[config.mk]
export PLATFORM = sky130hd
export DESIGN_NAME = bidir_bus_ctrl_flat
export DESIGN_NICKNAME = d
export VERILOG_FILES = /design/src/rtl/bidir_bus_ctrl_if.sv /design/src/rtl/bidir_bus_ctrl.sv /design/src/flat_wrapper.sv
export SDC_FILE = /design/constraint.sdc
export NUM_CORES = 1
export LEC_CHECK = 0
export ABC_AREA = 1
export BUFFER_PORTS_ARGS = -buffer_cell sky130_fd_sc_hd__clkbuf_2
export CAP_MARGIN = 20
export CORE_MARGIN = 3
export CORE_UTILIZATION = 42
export CTS_BUF_LIST = sky130_fd_sc_hd__clkbuf_16
export CTS_CLUSTER_SIZE = 30
export DETAILED_ROUTE_END_ITERATION = 10
export GPL_ROUTABILITY_DRIVEN = 0
export GPL_TIMING_DRIVEN = 0
export PLACE_DENSITY_LB_ADDON = 0.08
export SLEW_MARGIN = 20
export SYNTH_ARGS = -nofsm -noshare
export SYNTH_HDL_FRONTEND = slang
export SYNTH_SLANG_ARGS = --single-unit
[constraint.sdc]
create_clock -name clk -period 1.45 [get_ports clk]
set_clock_uncertainty 0.2 [all_clocks]
set_input_delay 0.145 -clock clk [delete_from_list [all_inputs] [get_ports clk]]
set_output_delay 0.145 -clock clk [all_outputs]
set_load 0.01 [all_outputs]
[src/rtl/bidir_bus_ctrl_if.sv]
// Command, status and pad-buffer signals of the half-duplex bus controller.
// The master side is the command issuer plus the pad array; the slave side is the controller.
interface bidir_bus_ctrl_if #(
    parameter int WIDTH = 8
);
    logic             cmd_valid;
    logic             cmd_ready;
    logic             cmd_write;
    logic [WIDTH-1:0] cmd_data;
    logic             wr_done;
    logic             rd_valid;
    logic [WIDTH-1:0] rd_data;
    logic             contention;
    logic             contention_clr;
    logic [WIDTH-1:0] pad_i;
    logic [WIDTH-1:0] pad_t;
    logic [WIDTH-1:0] pad_o;

    modport master (
        output cmd_valid, cmd_write, cmd_data, contention_clr, pad_o,
        input  cmd_ready, wr_done, rd_valid, rd_data, contention, pad_i, pad_t
    );

    modport slave (
        input  cmd_valid, cmd_write, cmd_data, contention_clr, pad_o,
        output cmd_ready, wr_done, rd_valid, rd_data, contention, pad_i, pad_t
    );
endinterface

[src/rtl/bidir_bus_ctrl.sv]
// Half-duplex controller for an array of IOBUF-style pads: drives, releases and samples
// the shared bus with turnaround cycles so both ends never drive at once.
module bidir_bus_ctrl #(
    parameter int WIDTH        = 8,
    parameter int DRIVE_CYCLES = 1,
    parameter int TURN_CYCLES  = 2
) (
    input  logic            clk,
    input  logic            reset,
    bidir_bus_ctrl_if.slave bus
);
    localparam int MAXC = (DRIVE_CYCLES > TURN_CYCLES) ? DRIVE_CYCLES : TURN_CYCLES;
    localparam int CW   = $clog2(MAXC + 1);

    localparam logic [CW-1:0] C_DRIVE = CW'(DRIVE_CYCLES);
    localparam logic [CW-1:0] C_TURN  = CW'(TURN_CYCLES);
    localparam logic [CW-1:0] C_ONE   = CW'(1);

    localparam logic [1:0] S_IDLE   = 2'd0;
    localparam logic [1:0] S_DRIVE  = 2'd1;
    localparam logic [1:0] S_TURN   = 2'd2;
    localparam logic [1:0] S_SETTLE = 2'd3;

    logic [1:0]       r_state;
    logic [CW-1:0]    r_cnt;
    logic [WIDTH-1:0] r_pad_i;
    logic             r_pad_t;
    logic [WIDTH-1:0] r_rd_data;
    logic             r_wr_done;
    logic             r_rd_valid;
    logic             r_contention;

    logic w_ready;
    logic w_last;
    logic w_mismatch;

    assign w_ready    = (r_state == S_IDLE);
    assign w_last     = (r_cnt == C_ONE);
    // Readback is compared only at the edge that ends the final drive cycle.
    assign w_mismatch = (r_state == S_DRIVE) && w_last && (bus.pad_o != r_pad_i);

    always_ff @(posedge clk or posedge reset) begin
        if (reset) begin
            r_state      <= S_IDLE;
            r_cnt        <= '0;
            r_pad_i      <= '0;
            r_pad_t      <= 1'b1;
            r_rd_data    <= '0;
            r_wr_done    <= 1'b0;
            r_rd_valid   <= 1'b0;
            r_contention <= 1'b0;
        end else begin
            r_wr_done  <= 1'b0;
            r_rd_valid <= 1'b0;

            if (w_mismatch)
                r_contention <= 1'b1;
            else if (bus.contention_clr)
                r_contention <= 1'b0;

            case (r_state)
                S_IDLE: begin
                    if (bus.cmd_valid) begin
                        if (bus.cmd_write) begin
                            r_pad_i <= bus.cmd_data;
                            r_pad_t <= 1'b0;
                            r_state <= S_DRIVE;
                            r_cnt   <= C_DRIVE;
                        end else begin
                            r_state <= S_SETTLE;
                            r_cnt   <= C_TURN;
                        end
                    end
                end
                S_DRIVE: begin
                    if (w_last) begin
                        r_pad_t <= 1'b1;
                        r_state <= S_TURN;
                        r_cnt   <= C_TURN;
                    end else begin
                        r_cnt <= r_cnt - C_ONE;
                    end
                end
                S_TURN: begin
                    if (w_last) begin
                        r_state   <= S_IDLE;
                        r_wr_done <= 1'b1;
                    end else begin
                        r_cnt <= r_cnt - C_ONE;
                    end
                end
                S_SETTLE: begin
                    if (w_last) begin
                        r_rd_data  <= bus.pad_o;
                        r_rd_valid <= 1'b1;
                        r_state    <= S_IDLE;
                    end else begin
                        r_cnt <= r_cnt - C_ONE;
                    end
                end
                default: r_state <= S_IDLE;
            endcase
        end
    end

    assign bus.cmd_ready  = w_ready;
    assign bus.wr_done    = r_wr_done;
    assign bus.rd_valid   = r_rd_valid;
    assign bus.rd_data    = r_rd_data;
    assign bus.contention = r_contention;
    assign bus.pad_i      = r_pad_i;
    assign bus.pad_t      = {WIDTH{r_pad_t}};
endmodule

[src/flat_wrapper.sv]
// flat-port wrapper written by rule: the top's interface ports become plain ports
module bidir_bus_ctrl_flat 
#(
    parameter int WIDTH        = 8,
    parameter int DRIVE_CYCLES = 1,
    parameter int TURN_CYCLES  = 2
)
  (clk, reset, bus_cmd_valid, bus_cmd_write, bus_cmd_data, bus_contention_clr, bus_pad_o, bus_cmd_ready, bus_wr_done, bus_rd_valid, bus_rd_data, bus_contention, bus_pad_i, bus_pad_t);
  bidir_bus_ctrl_if #(.WIDTH(WIDTH)) bus_i ();
  input  logic clk;
  input  logic reset;
  input wire logic [$bits(bus_i.cmd_valid)-1:0] bus_cmd_valid;
  input wire logic [$bits(bus_i.cmd_write)-1:0] bus_cmd_write;
  input wire logic [$bits(bus_i.cmd_data)-1:0] bus_cmd_data;
  input wire logic [$bits(bus_i.contention_clr)-1:0] bus_contention_clr;
  input wire logic [$bits(bus_i.pad_o)-1:0] bus_pad_o;
  output wire logic [$bits(bus_i.cmd_ready)-1:0] bus_cmd_ready;
  output wire logic [$bits(bus_i.wr_done)-1:0] bus_wr_done;
  output wire logic [$bits(bus_i.rd_valid)-1:0] bus_rd_valid;
  output wire logic [$bits(bus_i.rd_data)-1:0] bus_rd_data;
  output wire logic [$bits(bus_i.contention)-1:0] bus_contention;
  output wire logic [$bits(bus_i.pad_i)-1:0] bus_pad_i;
  output wire logic [$bits(bus_i.pad_t)-1:0] bus_pad_t;
  assign bus_i.cmd_valid = bus_cmd_valid;
  assign bus_i.cmd_write = bus_cmd_write;
  assign bus_i.cmd_data = bus_cmd_data;
  assign bus_i.contention_clr = bus_contention_clr;
  assign bus_i.pad_o = bus_pad_o;
  assign bus_cmd_ready = bus_i.cmd_ready;
  assign bus_wr_done = bus_i.wr_done;
  assign bus_rd_valid = bus_i.rd_valid;
  assign bus_rd_data = bus_i.rd_data;
  assign bus_contention = bus_i.contention;
  assign bus_pad_i = bus_i.pad_i;
  assign bus_pad_t = bus_i.pad_t;
  bidir_bus_ctrl #(.WIDTH(WIDTH), .DRIVE_CYCLES(DRIVE_CYCLES), .TURN_CYCLES(TURN_CYCLES)) u_core (.clk(clk), .reset(reset), .bus(bus_i));
endmodule
[Word level (Yosys, flattened, before mapping)]
Index checks and enable logic that the tools add are counted.
Word-level totals
  output and inout bits: 28
  bits in registers: 24
  input port bits: 21
Cells by class
  muxes and demuxes: 19
  reductions and logical operators: 11
  $add $sub $neg: 1
  eq/ne operators: 10
Operators by type and width (number)
  2-to-1 mux 2 bit: 8
  one-hot mux 2 bit (3 select lines): 2
  2-to-1 mux 1 bit: 8
  != test 8 bit: 1
  != test 2 bit (second input constant): 3
  AND reduction 3 bit: 2
  == test 2 x 1 -> 1 bit (second input constant): 2
  == test 2 bit (second input constant): 2
  != test 2 x 1 -> 1 bit (second input constant): 2
  AND reduction 2 bit: 2
  AND reduction 4 bit: 1
  nonzero test 2 bit: 2
  logical AND 1 bit: 2
  zero test 2 bit: 1
  one-hot mux 1 bit (2 select lines): 1
  OR reduction 2 bit: 1
  subtractor 2 x 1 -> 2 bit (second input constant): 1

[Longest topological paths before layout]
Gate-level depths: netlist (run 1).
  word-level depth: 4
  gate-level depth with buffers: 8
  mapped depth without buffers: 8

[Worst setup path after synthesis (run 1)]
OpenSTA, ideal clock, no wires.
  path type: reg-to-reg
  from: register u_core.r_cnt[0]
  to: register u_core.r_cnt[1]
  setup time: 83 ps
  cell stages (with the launch flop): 6
  setup slack: -44 ps
  data arrival time: 1212 ps
  cells stage by stage: dfrtp_1 -> ha_1 -> nand2_2 -> a21boi_0 -> o21ai_0 -> o21ai_0
On the way
  word-level cells in the longest chain between the ends: 3
  elaborated cells on any way between the ends: 7
  classes of those cells: add/sub (1); eq/ne (2); mux (3); reduce/logical (1)
Ends and longest elaborated chain
  from (decl): line bidir_bus_ctrl.sv:25  | logic [CW-1:0] r_cnt;
  from (signal assigned): line bidir_bus_ctrl.sv:81  | r_cnt <= r_cnt - C_ONE;
  from (signal assigned): line bidir_bus_ctrl.sv:89  | r_cnt <= r_cnt - C_ONE;
  from (signal assigned): line bidir_bus_ctrl.sv:98  | r_cnt <= r_cnt - C_ONE;
  subtractor 2 x 1 -> 2 bit or == test 2 x 1 -> 1 bit (tied branches)
  2-to-1 mux 2 bit (tied with other cells): line bidir_bus_ctrl.sv:85, bidir_bus_ctrl.sv:93
  one-hot mux 2 bit (3 select lines) or AND reduction 2 bit (tied branches)
Several ways; a longest one is shown, not always the timed one. The select of a mux whose other input is x is not followed.
A chain may end at the register's enable or synchronous reset.

[Final worst setup path (run 1)]
  from: register u_core.r_pad_t
  to: output bus_pad_t[4]
RTL lines
  from (decl): line bidir_bus_ctrl.sv:27  | logic r_pad_t;
  from (signal assigned): line bidir_bus_ctrl.sv:47  | r_pad_t <= 1'b1;
  from (signal assigned): line bidir_bus_ctrl.sv:66  | r_pad_t <= 1'b0;
  from (signal assigned): line bidir_bus_ctrl.sv:77  | r_pad_t <= 1'b1;
  to (decl): line flat_wrapper.sv:23  | output wire logic [$bits(bus_i.pad_t)-1:0] bus_pad_t;
No word-level cell between the ends.

==> impl_metrics.csv, run 1 <==
group,metric,value,unit
sta,whs,-143.0,ps
synthesis,synthAdderAreaFrac,2.070,%
sta,hold_viol,23,
drt,postRouteAntennaNets,0,
worst_setup_path,reg2regPathDepth,4,
sta,slew_viol_final,0,
drt,wl,3217,um
worst_setup_path,r2r-start,"u_core.r_state[1]",
layout,multiInputGateArea,543.0,um^2
synthesis,synth_cell_types,21,
placement,hpwl,1984,um
floorplanning,rows,18,
clocking,clkSlewWorstSetupHoldPaths,60,ps
sta,rsz0062_at_grt,"yes",
drt,vias_per_cell,4.650,
floorplanning,start_util,46.26,%
drt,drt_iter0_markers,37,
synthesis,async_flop_share,100.0,%
global_route,grt_overflow,0,
layout,regArea,605.6,um^2
worst_setup_path,path_common_cell,"buf_4",
layout,area_growth,66.56,%
sta,timing.final.crit_share,101.5,%
clocking,cts_buffers,3,
global_route,grt_pass1_vias,1119,
synthesis,synth_edf_count,0,
sta,setup_slack,-21.80,ps
worst_setup_path,cpPeakStageDelay,550,ps
layout,diodes,0,
floorplanning,ios,49,
drt,drt_drc_violations_left,0,
worst_setup_path,reg2reg_slack,10,ps
placement,placed_area,1495,um^2
global_route,antenna_found_initial,0,
synthesis,synth_top_family_by_area,"simple AND/OR/NAND/NOR gates",
synthesis,yosys.area_share.simple,19.67,%
worst_setup_path,cp_slowest_cell,"dfstp_2",
clocking,cts_tree,"built",
synthesis,ys_seq_area_share,49.79,%
clocking,cts_hold_buffers,18,
drt,num_vias,1195,
clocking,clock_path_buffers,2,
synthesis,synth.area.mux_share,4.348,%
worst_setup_path,arrival,1130,ps
worst_setup_path,path_delay_family,"flip-flops",
sta,fmax,0.6794,GHz
synthesis,synth_compound_area_share,8.696,%
layout,drive_gt1_share,48.46,%
clocking,insertion_delay,260,ps
placement,io_buffers,48,
status,status,"finished, violations left",
synthesis,synth_warnings,0,
synthesis,syn-cell-area,1209,um^2
sta,setup_viol,5,
worst_setup_path,crit_path_end_kind,"output pin",
worst_setup_path,crit_path_start_kind,"flop",
sta,tightest_slew,895.2,ps
sta,relSlewSlack,40.25,%
worst_setup_path,critPathRequiredTime,1110,ps
global_route,grt_pass1_wl,4981,um
synthesis,ys_ff_latch,24,
floorplanning,fp.dieH,59.65,um
clocking,cts.sinks,24,
synthesis,synth_area_per_cell,8.572,um^2
flow_run,cap_violations,0,
worst_setup_path,path_buf_inv,3,
global_route,grt_max_degree,25,
worst_hold_path,hold_class,"input pin to asynchronous set/reset pin",
worst_setup_path,r2r-end,"u_core.bus.pad_i[2]",
clocking,cts-htree-levels,1,
global_route,track_usage,18.72,%
synthesis,synth_nets,164,
worst_setup_path,crit_fanout,3,
synthesis,synthCells,141,
synthesis,synth_ff_type,"dfrtp_1",
floorplanning,die_area,3558,um^2
layout,fillerInstances,178,
clocking,root_buffer,"clkbuf_16",
floorplanning,core,2613,um^2
worst_setup_path,worstPathCellList,"buf_4 -> buf_4 -> buf_4",
layout,design_area,2013,um^2
sta,period_needed,1472,ps
drt,firstDrtPassIters,4,
floorplanning,die_x,59.65,um
status,violations,"hold timing, setup timing",
layout,nNetsFinal,251,
drt,wire_per_inst,12.52,um
power,power_density,2020,nW/um^2
worst_setup_path,path_class,"flop to output pin",
power,leakagePower,1.086,nW
synthesis,synthXorXnorAreaFrac,2.899,%
power,ir_drop,1732,uV
-- kinds of logic (layout without fill, tap and decap cells) --
| family | after synthesis | count (layout) |
|---|---|---|
| simple gates | 57 | 57 |
| buf+inv | 30 | 116 |
| flops | 24 | 24 |
| compound gates | 20 | 20 |
| xor+xnor | 4 | 4 |
| mux | 4 | 4 |
| fa+ha+maj | 2 | 2 |
-- cells in the mapped netlist, types with 2 or more instances --
master	instances	area share (%)
nor2_4	2	1.9
mux2_4	2	2.5
a21oi_1	5	2.1
o21ai_0	8	3.3
buf_4	8	5.0
nand2_1	42	13
dfrtp_1	23	48
o21ai_1	4	1.7
inv_1	20	6.2
ha_1	2	2.1
xnor2_1	4	2.9
mux2_2	2	1.9
nor2_1	11	3.4
-- report_power, final --
group          internal [mW]  total (mW)  switching (mW)
Combinational           1.13        2.19            1.06
Sequential              1.01        1.28           0.267
Clock                  0.368       0.594           0.225
Total                   2.51        4.07            1.56
-- how the worst max path moves through the flow --
stage / endpoint / slack, ps / cells past startpoint / startpoint
global placement: u_core.r_cnt[1] / -140 / 5 / u_core.r_cnt[0]
finish: bus_pad_t[4] / -20 / 3 / u_core.r_pad_t
global route: bus_pad_t[4] / -60 / 3 / u_core.r_pad_t
floorplan: u_core.bus.pad_i[2] / -40 / 4 / u_core.r_state[1]
CTS: bus_pad_t[4] / -10 / 2 / u_core.r_pad_t
detailed placement: u_core.r_cnt[1] / -210 / 5 / u_core.r_cnt[0]
-- placed cells by master (no fill, tap or decap) --
master / synthesis / routed
clkinv_1: 0 / 1
buf_6: 1 / 10
clkbuf_16: 0 / 3
xnor2_2: 0 / 1
o21ai_2: 0 / 3
a21oi_1: 5 / 5
nor2_4: 2 / 2
o21ai_0: 8 / 4
mux2_4: 2 / 2
dfrtp_2: 0 / 3
inv_1: 20 / 14
dfrtp_1: 23 / 20
o21ai_1: 4 / 5
a21boi_4: 0 / 1
ha_4: 0 / 2
buf_4: 8 / 24
nand2_2: 1 / 6
nor2_1: 11 / 9
xnor2_1: 4 / 3
nand2_4: 0 / 1
nand3_4: 0 / 1
dlygate4sd3_1: 0 / 18
inv_2: 0 / 6
dfstp_2: 1 / 1
o22ai_1: 1 / 1
clkbuf_2: 0 / 40
mux2_2: 2 / 2
nand2_1: 42 / 36
a31oi_1: 1 / 1
nor2_2: 0 / 2
-- final cells by class --
class,instances,area share [%]
flip-flops and latches,24,30.08
clock buffers,3,3.729
clock inverters,1,0.1865
multi-input cells,87,26.97
repair buffers,82,28.78
inverters,20,3.729
plain buffers,10,4.661
well taps,30,1.865
-- per-stage QoR --
| step | setup TNS [ps] | utilization (%) | total power [mW] | worst slack (ps) | cells |
|---|---|---|---|---|---|
| CTS | -86.27 | 69.64 | 3.641 | -13.38 | 246 |
| global placement | -1078 | 57.23 | 2.753 | -140.9 | 219 |
| detailed placement | -1622 | 57.23 | 2.815 | -205.0 | 219 |
| global route | -826.8 | 77.06 | 4.352 | -60.80 | 257 |
| finish | -89.95 | 77.06 | 4.067 | -21.80 | 257 |
| floorplan | -91.47 | - | 2.259 | -43.14 | 141 |
-- per-layer routing --
metal	vias up	GRT usage, %	wire length [um]
met3	7	2.179	188
met5	-	0	0
met2	50	31.64	1586
met1	538	23.80	1379
met4	0	8.228	62
li1	600	-	-
-- registers in the layout, indices dropped and copies added, names as in the netlist --
signal / cells
u_core.bus.rd_data: 8
u_core.bus.wr_done: 1
u_core.r_pad_t: 1
u_core.bus.pad_i: 8
u_core.r_state: 2
u_core.bus.contention: 1
u_core.bus.rd_valid: 1
u_core.r_cnt: 2
-- repair_timing --
action / 4_1_cts / 5_1_grt
endpoints found under the hold margin: 41 / 23
pin swaps: 2 / 5
cloned: 0 / 1
setup endpoints to repair: 20 / 24
setup buffers: 5 / 10
gates resized for setup: 9 / 41
Note: power is estimated with default switching activity, not from simulation.
==> run 2, diff against run 1 <==
--- a/config.mk
+++ b/config.mk
@@ -8,7 +8,7 @@
 export ABC_AREA = 1
 export BUFFER_PORTS_ARGS = -buffer_cell sky130_fd_sc_hd__clkbuf_2
 export CAP_MARGIN = 20
-export CORE_MARGIN = 3
+export CORE_MARGIN = 1
 export CORE_UTILIZATION = 42
 export CTS_BUF_LIST = sky130_fd_sc_hd__clkbuf_16
 export CTS_CLUSTER_SIZE = 30
==> constraint.sdc (replaced) <==
create_clock -name clk -period 1.45 [get_ports clk]
set_clock_uncertainty 0.2 [all_clocks]
set_input_delay 0.29 -clock clk [delete_from_list [all_inputs] [get_ports clk]]
set_output_delay 0.29 -clock clk [all_outputs]
set_load 0.01 [all_outputs]
==> impl_metrics.csv, run 2 (synthesized netlist as in run 1, its figures left out) <==
group,metric,value,unit
sta,whs,-0.5713,ps
power,power.switching,1.537,mW
floorplanning,die_x,55.65,um
status,status,"finished, violations left",
sta,period_needed,1618,ps
sta,relSlewSlack,40.72,%
drt,wl,2908,um
global_route,grt_overflow,0,
layout,layout_common_cells,"clkbuf_2 (39), nand2_1 (37), dfrtp_1 (22)",
sta,slew_viol_final,0,
power,pwr-share-comb,53.9,%
clocking,cts_hold_buffers,0,
drt,postRouteAntennaNets,0,
clocking,cts-htree-levels,1,
power,seqPwrFrac,31.1,%
layout,diodes,0,
power,leakagePower,1.016,nW
drt,drt_drc_violations_left,0,
layout,drive_gt1_share,50.24,%
clocking,clkSlewWorstSetupHoldPaths,60,ps
sta,setup_viol,10,
global_route,grt_pass1_vias,1004,
sta,fin_tns_setup,-1181,ps
clocking,clock_path_buffers,2,
power,p_int,2.512,mW
worst_setup_path,crit_path_start_kind,"flop",
global_route,antenna_found_initial,0,
worst_setup_path,path_class,"flop to output pin",
clocking,cts_tree,"built",
clocking,cts_buffers,3,
sta,timing.final.crit_share,111.6,%
drt,num_vias,1114,
worst_hold_path,hold_class,"input pin to asynchronous set/reset pin",
floorplanning,die_area,3096,um^2
drt,drt_iter0_markers,18,
worst_setup_path,worstPathCellList,"buf_6 -> buf_6 -> buf_6",
layout,fin_util,68.38,%
sta,fmax,0.6180,GHz
power,p_sw_share,37.96,%
worst_setup_path,cpPeakStageDelay,570,ps
global_route,grt_max_degree,25,
floorplanning,fp.dieH,55.65,um
placement,placed_cells,220,
floorplanning,start_util,44.21,%
clocking,insertion_delay,260,ps
worst_setup_path,crit_fanout,4,
layout,final_common_cell,"clkbuf_2",
sta,setup_slack,-168.1,ps
layout,fin_cells,238,
floorplanning,core,2734,um^2
layout,fillerInstances,218,
floorplanning,ios,49,
power,ir_drop,1422,uV
flow_run,cap_violations,0,
power,totalPowerFinal,4.049,mW
drt,vias_per_cell,4.681,
global_route,grt_pass1_wl,4450,um
worst_setup_path,startpoint,"u_core.r_pad_t",
worst_setup_path,crit_path_end_kind,"output pin",
power,power_density,2166,nW/um^2
worst_setup_path,path_common_cell,"buf_6",
sta,hold_viol,1,
placement,io_buffers,48,
worst_setup_path,cp_slowest_cell,"dfstp_2",
sta,rsz0062_at_grt,"yes",
drt,wire_per_inst,12.22,um
layout,area_growth,54.66,%
sta,tightest_slew,888.2,ps
floorplanning,rows,19,
worst_setup_path,arrival,1130,ps
power,power_frac_clock,14.9,%
clocking,root_buffer,"clkbuf_16",
global_route,track_usage,18.86,%
worst_setup_path,critPathRequiredTime,960,ps
drt,firstDrtPassIters,4,
clocking,cts.sinks,24,
worst_setup_path,r2r-start,"u_core.r_state[1]",
layout,nNetsFinal,231,
status,violations,"hold timing, setup timing",
placement,hpwl,1899,um
-- run 2: cell count changes in the layout (fill, tap and decap cells not counted), moves of 2 or more --
| cell | change |
|---|---|
| buf_6 | +11 |
| dfrtp_1 | +2 |
| dlygate4sd3_1 | -18 |
| nor2_4 | +2 |
| dfrtp_2 | -2 |
| inv_1 | +2 |
| buf_4 | -12 |
| nand2_2 | -2 |
| nor2_2 | -2 |
-- run 2: power by group through the flow --
stage | logic, mW | clock network [mW] | registers (mW)
2_1_floorplan | 0.904 | 0 | 1.35
3_3_place_gp | 1.50 | 0 | 1.25
3_5_place_dp | 1.54 | 0 | 1.27
4_1_cts | 1.67 | 0.616 | 1.25
5_1_grt | 2.38 | 0.638 | 1.30
6_report | 2.18 | 0.604 | 1.26
-- run 2: cell type report --
class                   count  area (um^2)  area share, %
repair buffers             63        427.9          22.89
flip-flops and latches     24        603.1          32.26
clock buffers               3        75.07          4.016
plain buffers               9        93.84          5.020
inverters                  20        75.07          4.016
clock inverters             1        3.754         0.2008
multi-input cells          87        551.8          29.52
well taps                  31        38.79          2.075
-- run 2: worst max-delay path: cells and delay by family (launching register included) --
kind,cells,cell delay (ps)
flip-flops,1,570
buffers and inverters,3,310
-- run 2: timing repair --
action / CTS / global route
setup buffers: 6 / 8
cloned: 0 / 1
pin swaps: 3 / 6
setup endpoints to repair: 21 / 24
resized for setup: 6 / 57
-- run 2: stage by stage --
| step | worst slack [ps] | hold WS, ps | cell area (um^2) |
|---|---|---|---|
| 6_report | -168.1 | -0.5713 | 1869 |
| 5_1_grt | -190.3 | 55.60 | 1869 |
| 4_1_cts | -158.8 | 46.23 | 1632 |
| 3_5_place_dp | -184.0 | 260.2 | 1496 |
| 3_3_place_gp | -134.3 | 252.3 | 1496 |
| 2_1_floorplan | -43.14 | 103.9 | 1217 |
-- run 2: layer usage --
| metal | GRT usage, % | routed length [um] | vias to the layer above |
|---|---|---|---|
| met5 | 0 | 0 | - |
| met3 | 4.186 | 172 | 5 |
| met4 | 10.36 | 55 | 0 |
| met2 | 28.06 | 1394 | 40 |
| li1 | - | - | 562 |
| met1 | 25.61 | 1286 | 507 |
-- run 2: final timing paths --
kind	endpoint	slack, ps	cells after the start
max reg2reg	u_core.bus.pad_i[2]	0	3
min in group clk	u_core.bus.contention	60	4
min reg2reg	u_core.bus.rd_data[6]	280	2
max in group asynchronous	u_core.r_state[1]	450	2
min	u_core.bus.rd_data[4]	-0.6	2
max	bus_pad_t[0]	-170	3
==> run 3, diff against run 2 <==
--- a/config.mk
+++ b/config.mk
@@ -16,6 +16,7 @@
 export GPL_ROUTABILITY_DRIVEN = 0
 export GPL_TIMING_DRIVEN = 0
 export PLACE_DENSITY_LB_ADDON = 0.08
+export SKIP_LAST_GASP = 1
 export SLEW_MARGIN = 20
 export SYNTH_ARGS = -nofsm -noshare
 export SYNTH_HDL_FRONTEND = slang
==> impl_metrics.csv, run 3 (synthesized netlist as in run 1, its figures left out) <==
group,metric,value,unit
status,status,"finished, violations left",
status,violations,"setup timing",
layout,fillerInstances,214,
layout,layout_common_cells,"clkbuf_2 (39), nand2_1 (37), dfrtp_1 (22)",
worst_setup_path,path_class,"flop to output pin",
sta,hold_viol,0,
layout,diodes,0,
drt,drt_iter0_markers,21,
sta,relSlewSlack,40.62,%
sta,setup_viol,11,
layout,nNetsFinal,232,
sta,tightest_slew,889.8,ps
drt,wl,2926,um
layout,multiInputGateArea,539.3,um^2
global_route,grt_pass1_vias,1004,
floorplanning,die_area,3096,um^2
clocking,cts-htree-levels,1,
worst_setup_path,crit_fanout,4,
clocking,clkSlewWorstSetupHoldPaths,60,ps
power,totalPowerFinal,4.024,mW
floorplanning,ios,49,
floorplanning,rows,19,
placement,hpwl,1899,um
drt,firstDrtPassIters,4,
sta,timing.final.crit_share,111.6,%
placement,io_buffers,48,
clocking,cts_buffers,3,
worst_setup_path,critPathRequiredTime,960,ps
floorplanning,start_util,44.21,%
drt,num_vias,1109,
global_route,grt_pass1_wl,4450,um
clocking,insertion_delay,260,ps
worst_hold_path,hold_class,"input pin to asynchronous set/reset pin",
drt,postRouteAntennaNets,0,
global_route,grt_overflow,0,
clocking,cts.sinks,24,
floorplanning,fp.dieH,55.65,um
worst_setup_path,reg2reg_slack,-30,ps
flow_run,cap_violations,0,
layout,final_common_cell,"clkbuf_2",
layout,regArea,603.1,um^2
worst_setup_path,crit_path_start_kind,"flop",
power,leakagePower,1.023,nW
layout,area_growth,54.24,%
global_route,grt_max_degree,25,
sta,slew_viol_final,0,
global_route,track_usage,18.86,%
floorplanning,die_x,55.65,um
clocking,root_buffer,"clkbuf_16",
placement,place_ws,-184.0,ps
drt,drt_drc_violations_left,0,
power,power_density,2159,nW/um^2
sta,setup_slack,-167.7,ps
sta,period_needed,1618,ps
floorplanning,core,2734,um^2
worst_setup_path,arrival,1130,ps
layout,design_area,1864,um^2
power,ir_drop,1361,uV
layout,drive_gt1_share,49.04,%
drt,wire_per_inst,12.24,um
sta,fin_tns_setup,-1210,ps
clocking,clock_path_buffers,2,
sta,rsz0062_at_grt,"yes",
drt,vias_per_cell,4.640,
worst_setup_path,crit_path_end_kind,"output pin",
sta,fmax,0.6182,GHz
placement,placed_area,1496,um^2
clocking,cts_tree,"built",
global_route,antenna_found_initial,0,
==> run 3: metrics by stage <==
step	hold slack, ps	std cells	utilization (%)
2_1_floorplan	103.9	141	-
3_3_place_gp	252.3	220	54.74
3_5_place_dp	260.2	220	54.74
4_1_cts	46.23	229	59.54
5_1_grt	55.60	239	68.19
6_report	0.5200	239	68.19
==> run 3: final cells by class <==
type | count | area share (%)
clock buffer | 3 | 4.027
sequential | 24 | 32.35
tap | 31 | 2.081
timing repair buffer | 64 | 23.36
buffer | 9 | 5.034
inverter | 20 | 4.027
multi-input combinational | 87 | 28.93
clock inverter | 1 | 0.2013
==> run 3: repair_timing <==
item | in CTS | in global routing
hold buffers | 0 | 0
cloned | 0 | 1
endpoints found under the hold margin | 0 | 0
gates resized for setup | 4 | 55
endpoints found under the setup margin | 21 | 23
pin swaps | 3 | 5
buffers inserted | 6 | 9
==> run 3: routing by layer <==
layer	part of all wire [%]	up-vias	global-route usage, %
li1	-	563	-
met1	45	501	25.61
met2	47	40	28.06
met3	5.9	5	4.186
met4	1.9	0	10.36
met5	0	-	0
==> run 3: critical path, cell delays in order, from the launching register on <==
cell and delay [ps]:
dfstp_2 570, buf_6 130, buf_6 90, buf_6 90
==> run 3: path summary, 6_finish.rpt <==
kind	startpoint	endpoint	cells past startpoint
max in group asynchronous	reset	u_core.r_state[1]	2
setup / recovery	u_core.r_pad_t	bus_pad_t[0]	3
hold reg to reg	u_core.bus.rd_data[6]	u_core.bus.rd_data[6]	2
hold / removal	reset	u_core.bus.rd_data[4]	2
setup reg to reg	u_core.r_cnt[1]	u_core.r_cnt[1]	6
min in group clk	bus_contention_clr	u_core.bus.contention	4
==> run 3: report_power, final <==
group          internal [mW]  switching [mW]
combinational           1.13            1.03
clock                  0.369           0.234
sequential              1.01           0.253
total                   2.50            1.52
